## config.mk

```make
export PLATFORM = sky130hd
export DESIGN_NAME = oc8051_uart_peer_flat
export DESIGN_NICKNAME = d
export VERILOG_FILES = /design/src/rtl/oc8051_uart_peer_if.sv /design/src/rtl/oc8051_uart_peer.sv /design/src/flat_wrapper.sv
export SDC_FILE = /design/constraint.sdc
export NUM_CORES = 1
export LEC_CHECK = 0
export CAP_MARGIN = 0
export CORE_MARGIN = 2
export CORE_UTILIZATION = 53
export CTS_BUF_LIST = sky130_fd_sc_hd__clkbuf_4
export CTS_CLUSTER_DIAMETER = 150
export CTS_CLUSTER_SIZE = 30
export DETAILED_ROUTE_END_ITERATION = 12
export PLACE_DENSITY = 0.78
export SLEW_MARGIN = 0
export SYNTH_ARGS = -nofsm -noshare
export SYNTH_HDL_FRONTEND = slang
export SYNTH_SLANG_ARGS = --single-unit
```

## constraint.sdc

```tcl
create_clock -name clk -period 2.1 [get_ports clk]
set_input_delay 0.315 -clock clk [delete_from_list [all_inputs] [get_ports clk]]
set_output_delay 0.315 -clock clk [all_outputs]
set_load 0.005 [all_outputs]
```

## src/rtl/oc8051_uart_peer_if.sv

```systemverilog
// Byte-side handshake bundle for oc8051_uart_peer.
// master = host logic feeding/draining bytes, slave = the serial peer.
interface oc8051_uart_peer_if;
    logic       tx_valid;
    logic       tx_ready;
    logic [8:0] tx_data;
    logic       rx_valid;
    logic       rx_ready;
    logic [8:0] rx_data;
    logic       rx_ferr;
    logic       rx_overrun;

    modport master (
        output tx_valid, tx_data, rx_ready,
        input  tx_ready, rx_valid, rx_data, rx_ferr, rx_overrun
    );

    modport slave (
        input  tx_valid, tx_data, rx_ready,
        output tx_ready, rx_valid, rx_data, rx_ferr, rx_overrun
    );
endinterface

```

## src/rtl/oc8051_uart_peer.sv

```systemverilog
// Serial peer for the oc8051 UART: 8/9-bit async transmitter and 16x oversampled receiver
// sharing one run-time programmable oversample tick generator.
module oc8051_uart_peer #(
    parameter int DIV_W = 16
) (
    input  logic              clk,
    input  logic              rst,
    input  logic [DIV_W-1:0]  baud_div,
    input  logic              nine_bit,
    output logic              txd,
    input  logic              rxd,
    oc8051_uart_peer_if.slave bus
);
    typedef enum logic [1:0] {ST_IDLE, ST_START, ST_DATA, ST_STOP} state_t;

    // >= compare keeps a lowered divisor from forcing a full counter wrap
    logic [DIV_W-1:0] cnt_q, cnt_d;
    logic             tick;

    always_comb begin
        tick  = (cnt_q >= baud_div);
        cnt_d = tick ? '0 : cnt_q + DIV_W'(1);
    end

    always_ff @(posedge clk or posedge rst) begin
        if (rst) cnt_q <= '0;
        else     cnt_q <= cnt_d;
    end

    state_t     tx_state_q, tx_state_d;
    logic [3:0] tx_tcnt_q, tx_tcnt_d;
    logic [3:0] tx_bit_q, tx_bit_d;
    logic [8:0] tx_shift_q, tx_shift_d;
    logic       tx_nine_q, tx_nine_d;
    logic       txd_q, txd_d;

    always_comb begin
        tx_state_d = tx_state_q;
        tx_tcnt_d  = tx_tcnt_q;
        tx_bit_d   = tx_bit_q;
        tx_shift_d = tx_shift_q;
        tx_nine_d  = tx_nine_q;
        txd_d      = txd_q;
        if (tx_state_q == ST_IDLE) begin
            if (bus.tx_valid) begin
                tx_state_d = ST_START;
                tx_shift_d = bus.tx_data;
                tx_nine_d  = nine_bit;
                tx_tcnt_d  = 4'd0;
                tx_bit_d   = 4'd0;
                txd_d      = 1'b0;
            end
        end else if (tick) begin
            tx_tcnt_d = tx_tcnt_q + 4'd1;
            if (tx_tcnt_q == 4'd15) begin
                case (tx_state_q)
                    ST_START: begin
                        tx_state_d = ST_DATA;
                        txd_d      = tx_shift_q[0];
                        tx_shift_d = tx_shift_q >> 1;
                    end
                    ST_DATA: begin
                        if (tx_bit_q == (tx_nine_q ? 4'd8 : 4'd7)) begin
                            tx_state_d = ST_STOP;
                            txd_d      = 1'b1;
                        end else begin
                            tx_bit_d   = tx_bit_q + 4'd1;
                            txd_d      = tx_shift_q[0];
                            tx_shift_d = tx_shift_q >> 1;
                        end
                    end
                    default: begin
                        tx_state_d = ST_IDLE;
                        txd_d      = 1'b1;
                    end
                endcase
            end
        end
    end

    always_ff @(posedge clk or posedge rst) begin
        if (rst) begin
            tx_state_q <= ST_IDLE;
            tx_tcnt_q  <= 4'd0;
            tx_bit_q   <= 4'd0;
            tx_shift_q <= 9'd0;
            tx_nine_q  <= 1'b0;
            txd_q      <= 1'b1;
        end else begin
            tx_state_q <= tx_state_d;
            tx_tcnt_q  <= tx_tcnt_d;
            tx_bit_q   <= tx_bit_d;
            tx_shift_q <= tx_shift_d;
            tx_nine_q  <= tx_nine_d;
            txd_q      <= txd_d;
        end
    end

    assign txd          = txd_q;
    assign bus.tx_ready = (tx_state_q == ST_IDLE);

    state_t     rx_state_q, rx_state_d;
    logic       rx_s1_q, rx_s2_q, rx_prev_q;
    logic [3:0] rx_tcnt_q, rx_tcnt_d;
    logic [3:0] rx_bit_q, rx_bit_d;
    logic [8:0] rx_shift_q, rx_shift_d;
    logic       rx_nine_q, rx_nine_d;
    logic [1:0] rx_smp_q, rx_smp_d;
    logic       rx_valid_q, rx_valid_d;
    logic [8:0] rx_data_q, rx_data_d;
    logic       rx_ferr_q, rx_ferr_d;
    logic       rx_ovr_q, rx_ovr_d;
    logic       vote, frame_done;

    // Samples from ticks 7 and 8 are held; the live synced value is the third vote at tick 9
    always_comb begin
        rx_state_d = rx_state_q;
        rx_tcnt_d  = rx_tcnt_q;
        rx_bit_d   = rx_bit_q;
        rx_shift_d = rx_shift_q;
        rx_nine_d  = rx_nine_q;
        rx_smp_d   = rx_smp_q;
        rx_data_d  = rx_data_q;
        rx_ferr_d  = rx_ferr_q;
        rx_valid_d = rx_valid_q & ~bus.rx_ready;
        rx_ovr_d   = 1'b0;
        frame_done = 1'b0;
        vote = (rx_smp_q[0] & rx_smp_q[1]) | (rx_smp_q[0] & rx_s2_q) | (rx_smp_q[1] & rx_s2_q);
        if (rx_state_q == ST_IDLE) begin
            if (rx_prev_q & ~rx_s2_q) begin
                rx_state_d = ST_START;
                rx_tcnt_d  = 4'd0;
                rx_bit_d   = 4'd0;
                rx_shift_d = 9'd0;
                rx_nine_d  = nine_bit;
            end
        end else if (tick) begin
            rx_tcnt_d = rx_tcnt_q + 4'd1;
            if (rx_tcnt_q == 4'd7) rx_smp_d[0] = rx_s2_q;
            if (rx_tcnt_q == 4'd8) rx_smp_d[1] = rx_s2_q;
            if (rx_tcnt_q == 4'd9) begin
                case (rx_state_q)
                    ST_START: if (vote) rx_state_d = ST_IDLE;
                    ST_DATA:  rx_shift_d[rx_bit_q] = vote;
                    default: begin
                        frame_done = 1'b1;
                        rx_state_d = ST_IDLE;
                    end
                endcase
            end
            if (rx_tcnt_q == 4'd15) begin
                if (rx_state_q == ST_START) begin
                    rx_state_d = ST_DATA;
                end else if (rx_state_q == ST_DATA) begin
                    if (rx_bit_q == (rx_nine_q ? 4'd8 : 4'd7)) rx_state_d = ST_STOP;
                    else                                        rx_bit_d   = rx_bit_q + 4'd1;
                end
            end
        end
        if (frame_done) begin
            if (!rx_valid_q || bus.rx_ready) begin
                rx_data_d  = rx_nine_q ? rx_shift_q : {1'b0, rx_shift_q[7:0]};
                rx_ferr_d  = ~vote;
                rx_valid_d = 1'b1;
            end else begin
                rx_ovr_d = 1'b1;
            end
        end
    end

    always_ff @(posedge clk or posedge rst) begin
        if (rst) begin
            rx_s1_q    <= 1'b1;
            rx_s2_q    <= 1'b1;
            rx_prev_q  <= 1'b1;
            rx_state_q <= ST_IDLE;
            rx_tcnt_q  <= 4'd0;
            rx_bit_q   <= 4'd0;
            rx_shift_q <= 9'd0;
            rx_nine_q  <= 1'b0;
            rx_smp_q   <= 2'b11;
            rx_valid_q <= 1'b0;
            rx_data_q  <= 9'd0;
            rx_ferr_q  <= 1'b0;
            rx_ovr_q   <= 1'b0;
        end else begin
            rx_s1_q    <= rxd;
            rx_s2_q    <= rx_s1_q;
            rx_prev_q  <= rx_s2_q;
            rx_state_q <= rx_state_d;
            rx_tcnt_q  <= rx_tcnt_d;
            rx_bit_q   <= rx_bit_d;
            rx_shift_q <= rx_shift_d;
            rx_nine_q  <= rx_nine_d;
            rx_smp_q   <= rx_smp_d;
            rx_valid_q <= rx_valid_d;
            rx_data_q  <= rx_data_d;
            rx_ferr_q  <= rx_ferr_d;
            rx_ovr_q   <= rx_ovr_d;
        end
    end

    assign bus.rx_valid   = rx_valid_q;
    assign bus.rx_data    = rx_data_q;
    assign bus.rx_ferr    = rx_ferr_q;
    assign bus.rx_overrun = rx_ovr_q;
endmodule

```

## src/flat_wrapper.sv

```systemverilog
// flat-port wrapper written by rule: the top's interface ports become plain ports
module oc8051_uart_peer_flat 
#(
    parameter int DIV_W = 16
)
  (clk, rst, baud_div, nine_bit, txd, rxd, bus_tx_valid, bus_tx_data, bus_rx_ready, bus_tx_ready, bus_rx_valid, bus_rx_data, bus_rx_ferr, bus_rx_overrun);
  oc8051_uart_peer_if bus_i ();
  input  logic clk;
  input  logic rst;
  input  logic [DIV_W-1:0] baud_div;
  input  logic nine_bit;
  output logic txd;
  input  logic rxd;
  input wire logic [$bits(bus_i.tx_valid)-1:0] bus_tx_valid;
  input wire logic [$bits(bus_i.tx_data)-1:0] bus_tx_data;
  input wire logic [$bits(bus_i.rx_ready)-1:0] bus_rx_ready;
  output wire logic [$bits(bus_i.tx_ready)-1:0] bus_tx_ready;
  output wire logic [$bits(bus_i.rx_valid)-1:0] bus_rx_valid;
  output wire logic [$bits(bus_i.rx_data)-1:0] bus_rx_data;
  output wire logic [$bits(bus_i.rx_ferr)-1:0] bus_rx_ferr;
  output wire logic [$bits(bus_i.rx_overrun)-1:0] bus_rx_overrun;
  assign bus_i.tx_valid = bus_tx_valid;
  assign bus_i.tx_data = bus_tx_data;
  assign bus_i.rx_ready = bus_rx_ready;
  assign bus_tx_ready = bus_i.tx_ready;
  assign bus_rx_valid = bus_i.rx_valid;
  assign bus_rx_data = bus_i.rx_data;
  assign bus_rx_ferr = bus_i.rx_ferr;
  assign bus_rx_overrun = bus_i.rx_overrun;
  oc8051_uart_peer #(.DIV_W(DIV_W)) u_core (.clk(clk), .rst(rst), .baud_div(baud_div), .nine_bit(nine_bit), .txd(txd), .rxd(rxd), .bus(bus_i));
endmodule
```

[Word-level counts from Yosys, hierarchy flattened]
Cells that the tools add are included.
W data, S select, Z words.
Operators by class
  add/subtract/negate cells: 5
  magnitude comparators: 3
  equality and inequality tests: 18
  muxes and demuxes: 65
  bitwise gates (word level): 11
  reductions and logical operators: 27
Operators with widths (number)
  $mux W9: 11
  $mux W4: 19
  $mux W2: 14
  $pmux W9 S2: 1
  $add A16 B1 Y16 const B: 1
  $add A4 B1 Y4 const B: 4
  $eq A4 B4 Y1 const B: 4
  $ge A16 B16 Y1: 1
  $mux W16: 1
  $mux W1: 14
  $reduce_bool A2 Y1: 7
  $reduce_and A2 Y1: 5
  $reduce_and A5 Y1: 2
  $bwmux W9: 1
  $reduce_and A3 Y1: 3
  $eq A4 B4 Y1: 2
  $pmux W2 S2: 2
  $reduce_and A4 Y1: 2
  $ne A2 B2 Y1 const B: 3
  $reduce_and A6 Y1: 1
  $and A1 B1 Y1: 5
  $lt A4 B5 Y1 const B: 1
  $demux W1 S4: 1
  $eq A2 B1 Y1 const B: 2
  other kinds (15): 22
Storage, ports and cells
  bits in registers: 74
  bits of input ports: 31
  output and inout bits: 14

[Longest topological paths before layout]
Gate-level depths: netlist of the first run.
  depth after elaboration: 12
  mapped depth: 9
  gate-level depth less buffers: 8

[Worst setup path after synthesis of the first run]
Ideal clock, no wire load.
  kind: reg2reg
  from: register u_core.cnt_q[2]
  to: register u_core.rx_data_q[0] (netlist: u_core.bus.rx_data[0])
  arrival time: 2.033 ns
  path slack: -0.058 ns
  stages on the path, launching flop included: 8
  buffers on the path: 0
  clock period less this slack: 2.158 ns
  cell sequence: dfrtp_1 -> ha_1 -> nand2_1 -> o21ai_1 -> a41oi_1 -> o21a_2 -> nor3_4 -> mux2_2
Between the ends
  cells in the longest elaborated chain, start to end: 4
Ends and longest elaborated chain
  start, declared: RTL line oc8051_uart_peer.sv:17  | logic [DIV_W-1:0] cnt_q, cnt_d;
  start signal, assigned: RTL line oc8051_uart_peer.sv:27  | else cnt_q <= cnt_d;
  $ge A16 B16 Y1: RTL line oc8051_uart_peer.sv:21  | tick = (cnt_q >= baud_div);
  $mux W1: RTL line oc8051_uart_peer.sv:137  | end else if (tick) begin
  $mux W1: RTL line oc8051_uart_peer.sv:129  | if (rx_state_q == ST_IDLE) begin
  $reduce_and A2 Y1 (no line)
  end signal, assigned: RTL line oc8051_uart_peer.sv:197  | rx_data_q <= rx_data_d;
  end, declared: RTL line oc8051_uart_peer.sv:110  | logic [8:0] rx_data_q, rx_data_d;
Every way passes these cells.
A chain may end at the register's enable or synchronous reset.

[Final worst setup path of the first run]
  from: register u_core.cnt_q[13]
  to: register u_core.rx_smp_q[1]
Between the ends
  cells in the longest elaborated chain, start to end: 2
Ends and longest elaborated chain
  $ge A16 B16 Y1: RTL line oc8051_uart_peer.sv:21
  $reduce_and A3 Y1 (no line)
  end signal, assigned: RTL line oc8051_uart_peer.sv:195  | rx_smp_q <= rx_smp_d;
  end, declared: RTL line oc8051_uart_peer.sv:108  | logic [1:0] rx_smp_q, rx_smp_d;
Every way passes these cells.

==> results of run 1 <==
## sequential cells by signal, indices dropped and copies added (netlist names), 2 cells and up
| signal | cells |
|---|---|
| u_core.tx_tcnt_q | 4 |
| u_core.tx_shift_q | 9 |
| u_core.tx_state_q | 2 |
| u_core.bus.rx_data | 9 |
| u_core.rx_shift_q | 9 |
| u_core.cnt_q | 16 |
| u_core.rx_smp_q | 2 |
| u_core.rx_tcnt_q | 4 |
| u_core.rx_state_q | 2 |
| u_core.rx_bit_q | 4 |
| u_core.tx_bit_q | 4 |
## cells in the mapped netlist (3+ instances only)
master	instances
o31ai_1	4
nor2_1	44
nor2b_1	6
ha_1	35
xor2_1	10
clkbuf_1	7
and2_1	4
mux2i_1	9
nand4_1	12
dfrtp_1	68
nand2_1	43
xnor2_1	6
o21ai_0	10
dfstp_2	6
and3_1	6
a32o_1	5
a21oi_1	10
o22ai_1	3
nor3_1	4
inv_1	42
nand2b_1	3
or2_2	3
a31o_2	3
a31oi_1	5
nand3_1	18
a211oi_1	6
a221oi_1	8
mux2_2	14
o211ai_1	6
## routing by layer
metal,wire length (um),GRT usage [%],share of wire (%),vias to the layer above
met4,296,9.18,2.7,0
li1,-,-,-,1796
met2,5710,46.6,52,114
met1,4460,31.0,41,1873
met5,0,0,0,-
met3,478,6.34,4.4,35
## layout make-up
cell class                      instances  share of cell area, %
Inverter                               43                   2.76
Clock buffer                           10                   1.25
Timing Repair Buffer                  113                   18.4
Multi-Input combinational cell        313                   43.0
Tap cell                              102                   2.13
Clock inverter                          6                   1.48
Sequential cell                        74                   31.0
## worst min path at each step
stage                         from                 end  slack [ns]  cells past startpoint
CTS                            rxd      u_core.rx_s1_q        0.27                      1
floorplan                      rxd      u_core.rx_s1_q        0.32                      0
global route                   rxd      u_core.rx_s1_q        0.24                      1
global placement    u_core.rx_s1_q      u_core.rx_s2_q        0.35                      0
finish                         rst  u_core.rx_bit_q[0]        0.28                      2
detailed placement  u_core.rx_s1_q      u_core.rx_s2_q        0.35                      0
## timing repair
item,4_1_cts,5_1_grt
gates cloned,3,0
setup endpoints to repair,54,69
setup buffers,15,6
pin swaps,33,18
resized for setup,61,26
## cell usage in the layout, fill, tap and decap left out, drive strengths merged, types with 3 or more instances in the layout
master	instances
o22ai	4
o31ai	4
nand4	12
dfstp	6
o211ai	6
a31o	3
a21oi	10
nand2	43
clkbuf	10
clkdlybuf4s50	44
mux2i	9
xor2	10
nand2b	3
nor2b	6
a221oi	8
o21ai	12
a21o	3
mux2	14
dfrtp	68
and3	8
a31oi	5
ha	35
or2	3
a32o	5
nor3	6
nand3	18
and2	4
a211oi	6
inv	43
nor4	3
buf	69
xnor2	6
nor2	44
## power by group
group	switching (mW)	leakage [nW]	internal, mW
sequential	0.230	0.889	1.69
clock	0.528	0.0851	0.500
combinational	0.911	1.86	0.941
total	1.67	2.83	3.13
## critical path, cell delays in order, from the launching register on
cell and delay [ns]:
dfrtp_1 0.44, ha_4 0.28, nand4_1 0.16, nor2_1 0.17, nand3_2 0.13, buf_6 0.15, o21ai_4 0.21, buf_12 0.16
buf_16 0.12, nand4_1 0.14, mux2_2 0.30
## through the flow
stage	util (%)	setup slack (ns)	power [mW]
6_report	76.8	-0.228	4.80
5_1_grt	76.8	-0.311	5.09
4_1_cts	74.8	-0.175	4.69
3_5_place_dp	66.6	-0.776	3.36
3_3_place_gp	66.6	-0.664	3.28
2_1_floorplan	-	0.000158	2.76
## logic make-up (layout without fill, tap and decap cells)
family | count (synthesis) | after routing | synth area share, %
fa+ha+maj | 36 | 36 | 10.4
simple gates | 157 | 158 | 18.3
buf+inv | 56 | 172 | 5.21
xor+xnor | 16 | 16 | 3.26
compound gates | 80 | 80 | 13.8
mux | 23 | 23 | 5.76
flops | 74 | 74 | 43.3
==> run_results.csv, run 1 <==
group,metric,value,unit
run_status,status,"finished with violations",
run_status,violations,"negative setup slack",
yosys,synth_top_area_share,39.6,%
setup_path,path_max_fanout,6,
power_and_ir_drop,peakVddDrop,642,uV
yosys,synth_area,0.00430,sq mm
setup_path,r2r_setup_slack,-0.23,ns
cts,clkSlewWorstSetupHoldPaths,0.13,ns
die,fp.dieW,94.1,um
yosys,synth.distinct_cells,63,
global_route,grt_pass1_wl,18100,um
setup_path,worstSetupPathType,"reg2reg",
cts,numCtsBuffers,9,
sta,finalSetupViolCount,53,
die,fp-row-count,32,
placed_design,io_buffers,44,
die,initial_core_util,55.0,%
cts,clock_path_buffers,2,
cts,cts_tree,"yes",
sta,fmax,0.430,GHz
hold_path,hold_path.class,"in2async",
drt,drt-total-wl,10900,um
yosys,yosys_most_used_dff,"dfrtp_1",
sta,fin_crit_sh,111,%
cts,cts.sinks,74,
placed_design,placed_cells,622,
cells_and_area,postLayoutCellArea,0.00599,sq mm
global_route,antenna_found_initial,0,
drt,ant_nets,0,
setup_path,cp-start-kind,"register",
yosys,yosys_warnings,0,
cells_and_area,areaGrowthSynthToFinish,39.4,%
cells_and_area,seq_area,0.00186,sq mm
drt,vias_per_cell,5.78,
cells_and_area,multi_input_area,0.00257,sq mm
sta,hold_slack,0.278,ns
setup_path,endpoint_kind,"register",
cells_and_area,final_layout_size_suffix_gt1_share,29.9,%
cts,clk_latency,0.43,ns
yosys,synthTopCellsByArea,"dfrtp_1, ha_1, nor2_1, nand2_1, dfstp_2",
cts,cts_root_buf,"clkbuf_4",
cts,h-tree-depth,3,
placed_design,place_congestion,0.886,
yosys,yosysSeqAreaShare,43.3,%
sta,clock_skew,0.0142,ns
global_route,grt.overflow.total,0,
sta,min_period,2.33,ns
global_route,grt_pass1_vias,3994,
die,io_pins,45,
yosys,yosysTopAreaCell,"dfrtp_1",
placed_design,place_hpwl,6820,um
run,drv_cap,0,
cells_and_area,n_fill_cell,496,
placed_design,place_area,0.00520,sq mm
die,die_area,0.00885,sq mm
yosys,ys_ff_latch,74,
yosys,synth_cells,442,
drt,dr.pass1.iters,5,
setup_path,crit_start,"u_core.cnt_q[13]",
cts,cts_hold_buf,0,
setup_path,crit_end,"u_core.rx_smp_q[1]",
cells_and_area,finalNonFillerCells,661,
power_and_ir_drop,powerDensity,801,mW/mm^2
drt,route.detailed.drc,0,
global_route,grt_use_total,26.3,%
cells_and_area,final_nets,620,
yosys,async_flop_share,100,%
sta,tns,-7.15,ns
drt,dr.first_iter.drc_count,234,
setup_path,r2r_start,"u_core.cnt_q[13]",
sta,drv_slew,0,
sta,max_slew_margin,60.7,%
sta,hold_viol,0,
die,die_y,94.1,um
power_and_ir_drop,leakage,2.83,nW
yosys,synth_edf_count,0,
cells_and_area,num_antenna_cells,0,
setup_path,crit_arrival,2.70,ns
yosys,synth_fp_nets,508,
yosys,syn_area_per_cell,9.72,sq um
sta,rsz0062_at_grt,"yes",
drt,routedWlPerCell,16.5,um
setup_path,worst_r2r_endpoint,"u_core.rx_smp_q[1]",
drt,vias,3818,
setup_path,required,2.47,ns
setup_path,reg2reg_depth,10,
sta,tightest_slew,0.589,ns
sta,worst_slack,-0.228,ns
die,coreArea,0.00781,sq mm
global_route,grt_max_degree,33,
No activity file was read; power rests on OpenSTA's default activity.
==> run 2: changes to the inputs <==
Settings changed: CELL_PAD_IN_SITES_DETAIL_PLACEMENT set to 1, CELL_PAD_IN_SITES_GLOBAL_PLACEMENT set to 2, CORE_UTILIZATION 53 to 34, GPL_TIMING_DRIVEN set to 0, PLACE_DENSITY 0.78 to not set, PLACE_DENSITY_LB_ADDON set to 0.1.
==> run 2 against run 1 <==
Against the previous run: via count decreased by 4.8%; the run still ends with negative setup slack left; clock skew increased by 0.0041 ns; critical path type unchanged; largest cell class unchanged; critical path depth unchanged.
==> run_results.csv, run 2 (same netlist as run 1, synthesis figures left out) <==
group,metric,value,unit
run_status,status,"finished with violations",
run_status,violations,"negative setup slack",
sta,fin_crit_sh,109,%
cells_and_area,n_fill_cell,1388,
drt,dr.first_iter.drc_count,53,
drt,vias,3636,
sta,worst_slack,-0.197,ns
drt,dr.pass1.iters,4,
die,die_y,116,um
drt,ant_nets,0,
die,fp-row-count,41,
die,die_area,0.0136,sq mm
die,io_pins,45,
cells_and_area,multi_input_area,0.00260,sq mm
global_route,antenna_found_initial,0,
setup_path,r2r_start,"u_core.cnt_q[15]",
setup_path,crit_arrival,2.68,ns
power_and_ir_drop,powerDensity,803,mW/mm^2
power_and_ir_drop,leakage,2.68,nW
global_route,grt.overflow.total,0,
drt,drt-total-wl,11600,um
cts,numCtsBuffers,9,
global_route,grt_pass1_wl,18300,um
cells_and_area,areaGrowthSynthToFinish,37.6,%
sta,hold_viol,0,
sta,drv_slew,0,
cells_and_area,num_antenna_cells,0,
die,initial_core_util,34.5,%
cts,cts_tree,"yes",
setup_path,crit_start,"u_core.cnt_q[15]",
cts,clock_path_buffers,2,
placed_design,io_buffers,44,
drt,vias_per_cell,5.14,
setup_path,required,2.48,ns
global_route,grt_pass1_vias,3726,
die,coreArea,0.0125,sq mm
setup_path,endpoint_kind,"register",
placed_design,placed_cells,659,
cts,clkSlewWorstSetupHoldPaths,0.14,ns
setup_path,path_max_fanout,5,
cells_and_area,seq_area,0.00186,sq mm
sta,rsz0062_at_grt,"yes",
cts,cts_root_buf,"clkbuf_4",
setup_path,r2r_setup_slack,-0.20,ns
die,fp.dieW,116,um
sta,max_slew_margin,43.4,%
placed_design,place_congestion,0.767,
drt,route.detailed.drc,0,
global_route,grt_max_degree,39,
sta,finalSetupViolCount,60,
cts,cts.sinks,74,
cells_and_area,final_nets,597,
sta,clock_skew,0.0183,ns
cells_and_area,final_common_cell,"dfrtp_1",
cells_and_area,layout_common_cells,"dfrtp_1, clkdlybuf4s50_1, nand2_1, inv_1, nor2_1",
power_and_ir_drop,peakVddDrop,395,uV
setup_path,cp-start-kind,"register",
placed_design,pre_cts_ws,-0.997,ns
cells_and_area,final_layout_size_suffix_gt1_share,26.5,%
hold_path,min_from,"rxd",
placed_design,place_hpwl,7670,um
cells_and_area,largest_reg_flops,16,
setup_path,worstSetupPathType,"reg2reg",
sta,tightest_slew,0.847,ns
hold_path,hold_path.class,"in2reg",
cells_and_area,finalNonFillerCells,708,
cts,h-tree-depth,3,
sta,tns,-7.37,ns
drt,routedWlPerCell,16.4,um
cells_and_area,top_register,"u_core.cnt_q",
cts,clk_latency,0.48,ns
cts,cts_hold_buf,0,
run,drv_cap,0,
sta,min_period,2.30,ns
sta,fmax,0.435,GHz
global_route,grt_use_total,17.6,%
-- run 2: changes by cell type in the layout (fill, tap and decap cells not counted), sizes merged --
cell and delta:
buf -33, clkbuf +9, clkinvlp +2, clkinv -1
-- run 2: layout make-up --
type                       instances  share of cell area (%)
multi-input combinational        313                    44.0
sequential                        74                    31.5
timing repair buffer              78                    13.6
tap                              172                    3.64
inverter                          43                    2.79
clock inverter                     7                    1.69
buffer                            12                    1.65
clock buffer                       9                    1.14
-- run 2: metal layers --
| metal | global-route usage, % | routed length (um) | part of all wire (%) |
|---|---|---|---|
| met5 | 0 | 0 | 0 |
| met1 | 22.0 | 5330 | 46 |
| met3 | 2.85 | 241 | 2.1 |
| met2 | 29.7 | 5800 | 50 |
| met4 | 8.10 | 221 | 1.9 |
-- run 2: worst paths after layout --
check / cells past startpoint / end
worst min register to register: 0 / u_core.rx_s2_q
max in group asynchronous: 3 / u_core.txd
worst min-delay path: 1 / u_core.rx_s1_q
min in group asynchronous: 2 / u_core.bus.rx_ferr
worst max-delay path: 10 / u_core.rx_bit_q[2]
worst max register to register: 10 / u_core.rx_bit_q[2]
-- run 2: critical path, cell delays in order, from the launching register on --
cell      delay [ns]
dfrtp_1         0.44
ha_4            0.23
nand4_1         0.18
nor2_2          0.06
nor4_2          0.24
buf_4           0.18
o21ai_4         0.08
buf_6           0.15
buf_6           0.11
o211ai_1        0.21
mux2_4          0.32
-- run 2: power breakdown --
group	internal [mW]	switching (mW)
Clock	0.489	0.616
Combinational	0.834	0.841
Sequential	1.69	0.276
-- run 2: what timing repair did --
item	4_1_cts	5_1_grt
hold endpoints to repair	0	0
setup buffers	18	13
pin swaps	21	21
gates resized for setup	41	58
endpoints found under the setup margin	70	64
gates cloned	0	4
-- run 2: stage by stage --
step | power, mW | hold slack (ns) | instance area, sq um | utilization (%)
2_1_floorplan | 2.76 | 0.319 | 4300 | -
3_3_place_gp | 3.12 | 0.350 | 4960 | 39.8
3_5_place_dp | 3.18 | 0.347 | 4980 | 39.9
4_1_cts | 4.49 | 0.205 | 5500 | 44.1
5_1_grt | 5.06 | 0.218 | 5910 | 47.4
6_report | 4.75 | 0.234 | 5910 | 47.4
==> run 3: changes to the inputs <==
Settings changed: RECOVER_POWER set to 25.
==> run 3 against run 2 <==
Against the previous run: register-to-register slack about the same; the flow finishes with violations (max-capacitance violations, max-slew violations, negative setup slack); via count about the same; clock skew up 0.00089 ns; utilization barely moved; power about the same; critical path type unchanged; first-iteration DRC count is 5.7% higher; largest power group unchanged; critical endpoint is now u_core.bus.rx_data[5]; clock-buffer cell count is the same; sequential cell count unchanged.
==> run_results.csv, run 3 (same netlist as run 1, synthesis figures left out) <==
group,metric,value,unit
run_status,status,"finished with violations",
run_status,violations,"max-capacitance violations, max-slew violations, negative setup slack",
drt,dr.pass1.iters,4,
cts,cts.sinks,74,
die,die_y,116,um
setup_path,cp_num_buf_inv,2,
setup_path,crit_arrival,2.67,ns
cells_and_area,final_core_util,47.4,%
drt,route.detailed.drc,0,
sta,max_slew_margin,-14.5,%
setup_path,worstSetupPathType,"reg2reg",
cells_and_area,final_nets,597,
cells_and_area,largest_reg_flops,16,
sta,tightest_slew,1.71,ns
cells_and_area,areaGrowthSynthToFinish,37.6,%
cts,clk_latency,0.48,ns
drt,vias_per_cell,5.13,
placed_design,pre_cts_ws,-0.997,ns
placed_design,io_buffers,44,
hold_path,hold_path.class,"in2reg",
sta,drv_slew,37,
global_route,grt_use_total,17.6,%
sta,finalSetupViolCount,59,
hold_path,whs_path_depth,1,
cells_and_area,postLayoutCellArea,0.00591,sq mm
cts,cts_tree,"yes",
drt,drt-total-wl,11600,um
sta,tns,-7.39,ns
cts,clkSlewWorstSetupHoldPaths,0.15,ns
placed_design,place_congestion,0.767,
setup_path,cp_cell_sequence,"ha_4 -> nand4_1 -> nor3_2 -> nor4_2 -> buf_4 -> o21a_4 -> nor3_4 -> buf_12 -> mux2_2",
cts,numCtsBuffers,9,
sta,clock_skew,0.0191,ns
cts,h-tree-depth,3,
die,initial_core_util,34.5,%
cells_and_area,num_antenna_cells,0,
setup_path,cp-start-kind,"register",
sta,hold_viol,0,
global_route,grt_pass1_wl,18300,um
cts,cts_hold_buf,0,
power_and_ir_drop,leakage,2.68,nW
cells_and_area,final_layout_size_suffix_gt1_share,26.3,%
setup_path,path_max_fanout,9,
drt,routedWlPerCell,16.4,um
setup_path,endpoint_kind,"register",
drt,vias,3633,
cts,clock_path_buffers,2,
power_and_ir_drop,peakVddDrop,396,uV
cells_and_area,top_register,"u_core.cnt_q",
sta,worst_slack,-0.201,ns
setup_path,required,2.46,ns
placed_design,place_area,0.00498,sq mm
global_route,grt.overflow.total,0,
die,die_area,0.0136,sq mm
global_route,grt_pass1_vias,3726,
setup_path,reg2reg_depth,9,
die,io_pins,45,
die,coreArea,0.0125,sq mm
sta,min_period,2.30,ns
die,fp-row-count,41,
drt,ant_nets,0,
placed_design,place_hpwl,7670,um
setup_path,cp_top_family,"simple AND/OR/NAND/NOR gates",
sta,fin_crit_sh,110,%
sta,rsz0062_at_grt,"yes",
setup_path,cpPeakStageDelay,0.44,ns
power_and_ir_drop,powerDensity,803,mW/mm^2
setup_path,slowest_stage,"dfrtp_1",
global_route,grt_max_degree,39,
setup_path,path_depth,9,
run,drv_cap,1,
cells_and_area,final_common_cell,"dfrtp_1",
cells_and_area,layout_common_cells,"dfrtp_1, nand2_1, clkdlybuf4s50_1, inv_1, nor2_1",
drt,dr.first_iter.drc_count,56,
die,fp.dieW,116,um
cells_and_area,n_fill_cell,1389,
cts,cts_root_buf,"clkbuf_4",
sta,hold_slack,0.373,ns
global_route,antenna_found_initial,0,
sta,fmax,0.435,GHz
## run 3: per-layer routing
layer  vias to the layer above  global-route usage (%)  routed length [um]
met1                      1843                    22.0                5330
met3                        15                    2.85                 233
li1                       1738                       -                   -
met5                         -                       0                   0
met4                         0                    8.10                 221
met2                        37                    29.7                5790
## run 3: power by group
part	switching [mW]	internal [mW]	leakage, nW
clock	0.614	0.489	0.0792
sequential	0.276	1.69	0.887
combinational	0.840	0.834	1.72
total	1.73	3.02	2.68
## run 3: path summary, 6_finish.rpt
path,start,to,slack (ns)
setup / recovery,u_core.cnt_q[13],u_core.bus.rx_data[5],-0.20
hold / removal,rxd,u_core.rx_s1_q,0.37
setup reg to reg,u_core.cnt_q[13],u_core.bus.rx_data[5],-0.20
hold reg to reg,u_core.rx_s1_q,u_core.rx_s2_q,0.37
max in group asynchronous,rst,u_core.txd,0.53
min in group asynchronous,rst,u_core.bus.rx_ferr,0.70
## run 3: final cells by class
| type | instances | area, sq um | share of cell area [%] |
|---|---|---|---|
| plain buffers | 12 | 97.6 | 1.65 |
| clock buffers | 9 | 67.6 | 1.14 |
| clock inverters | 7 | 100 | 1.69 |
| inverters | 43 | 163 | 2.75 |
| multi-input cells | 313 | 2600 | 44.0 |
| flip-flops and latches | 74 | 1860 | 31.5 |
| well taps | 172 | 215 | 3.64 |
| repair buffers | 78 | 807 | 13.7 |
## run 3: metrics by stage
stage               std cells  power (mW)
floorplan                 442        2.76
global placement          658        3.12
detailed placement        659        3.18
CTS                       693        4.49
global route              708        5.06
finish                    708        4.75
## run 3: timing repair
action | CTS | global route
hold endpoints to repair | 0 | 0
pin swaps | 21 | 21
resized for setup | 41 | 58
setup buffers | 18 | 13
cloned | 0 | 4
endpoints found under the setup margin | 70 | 64
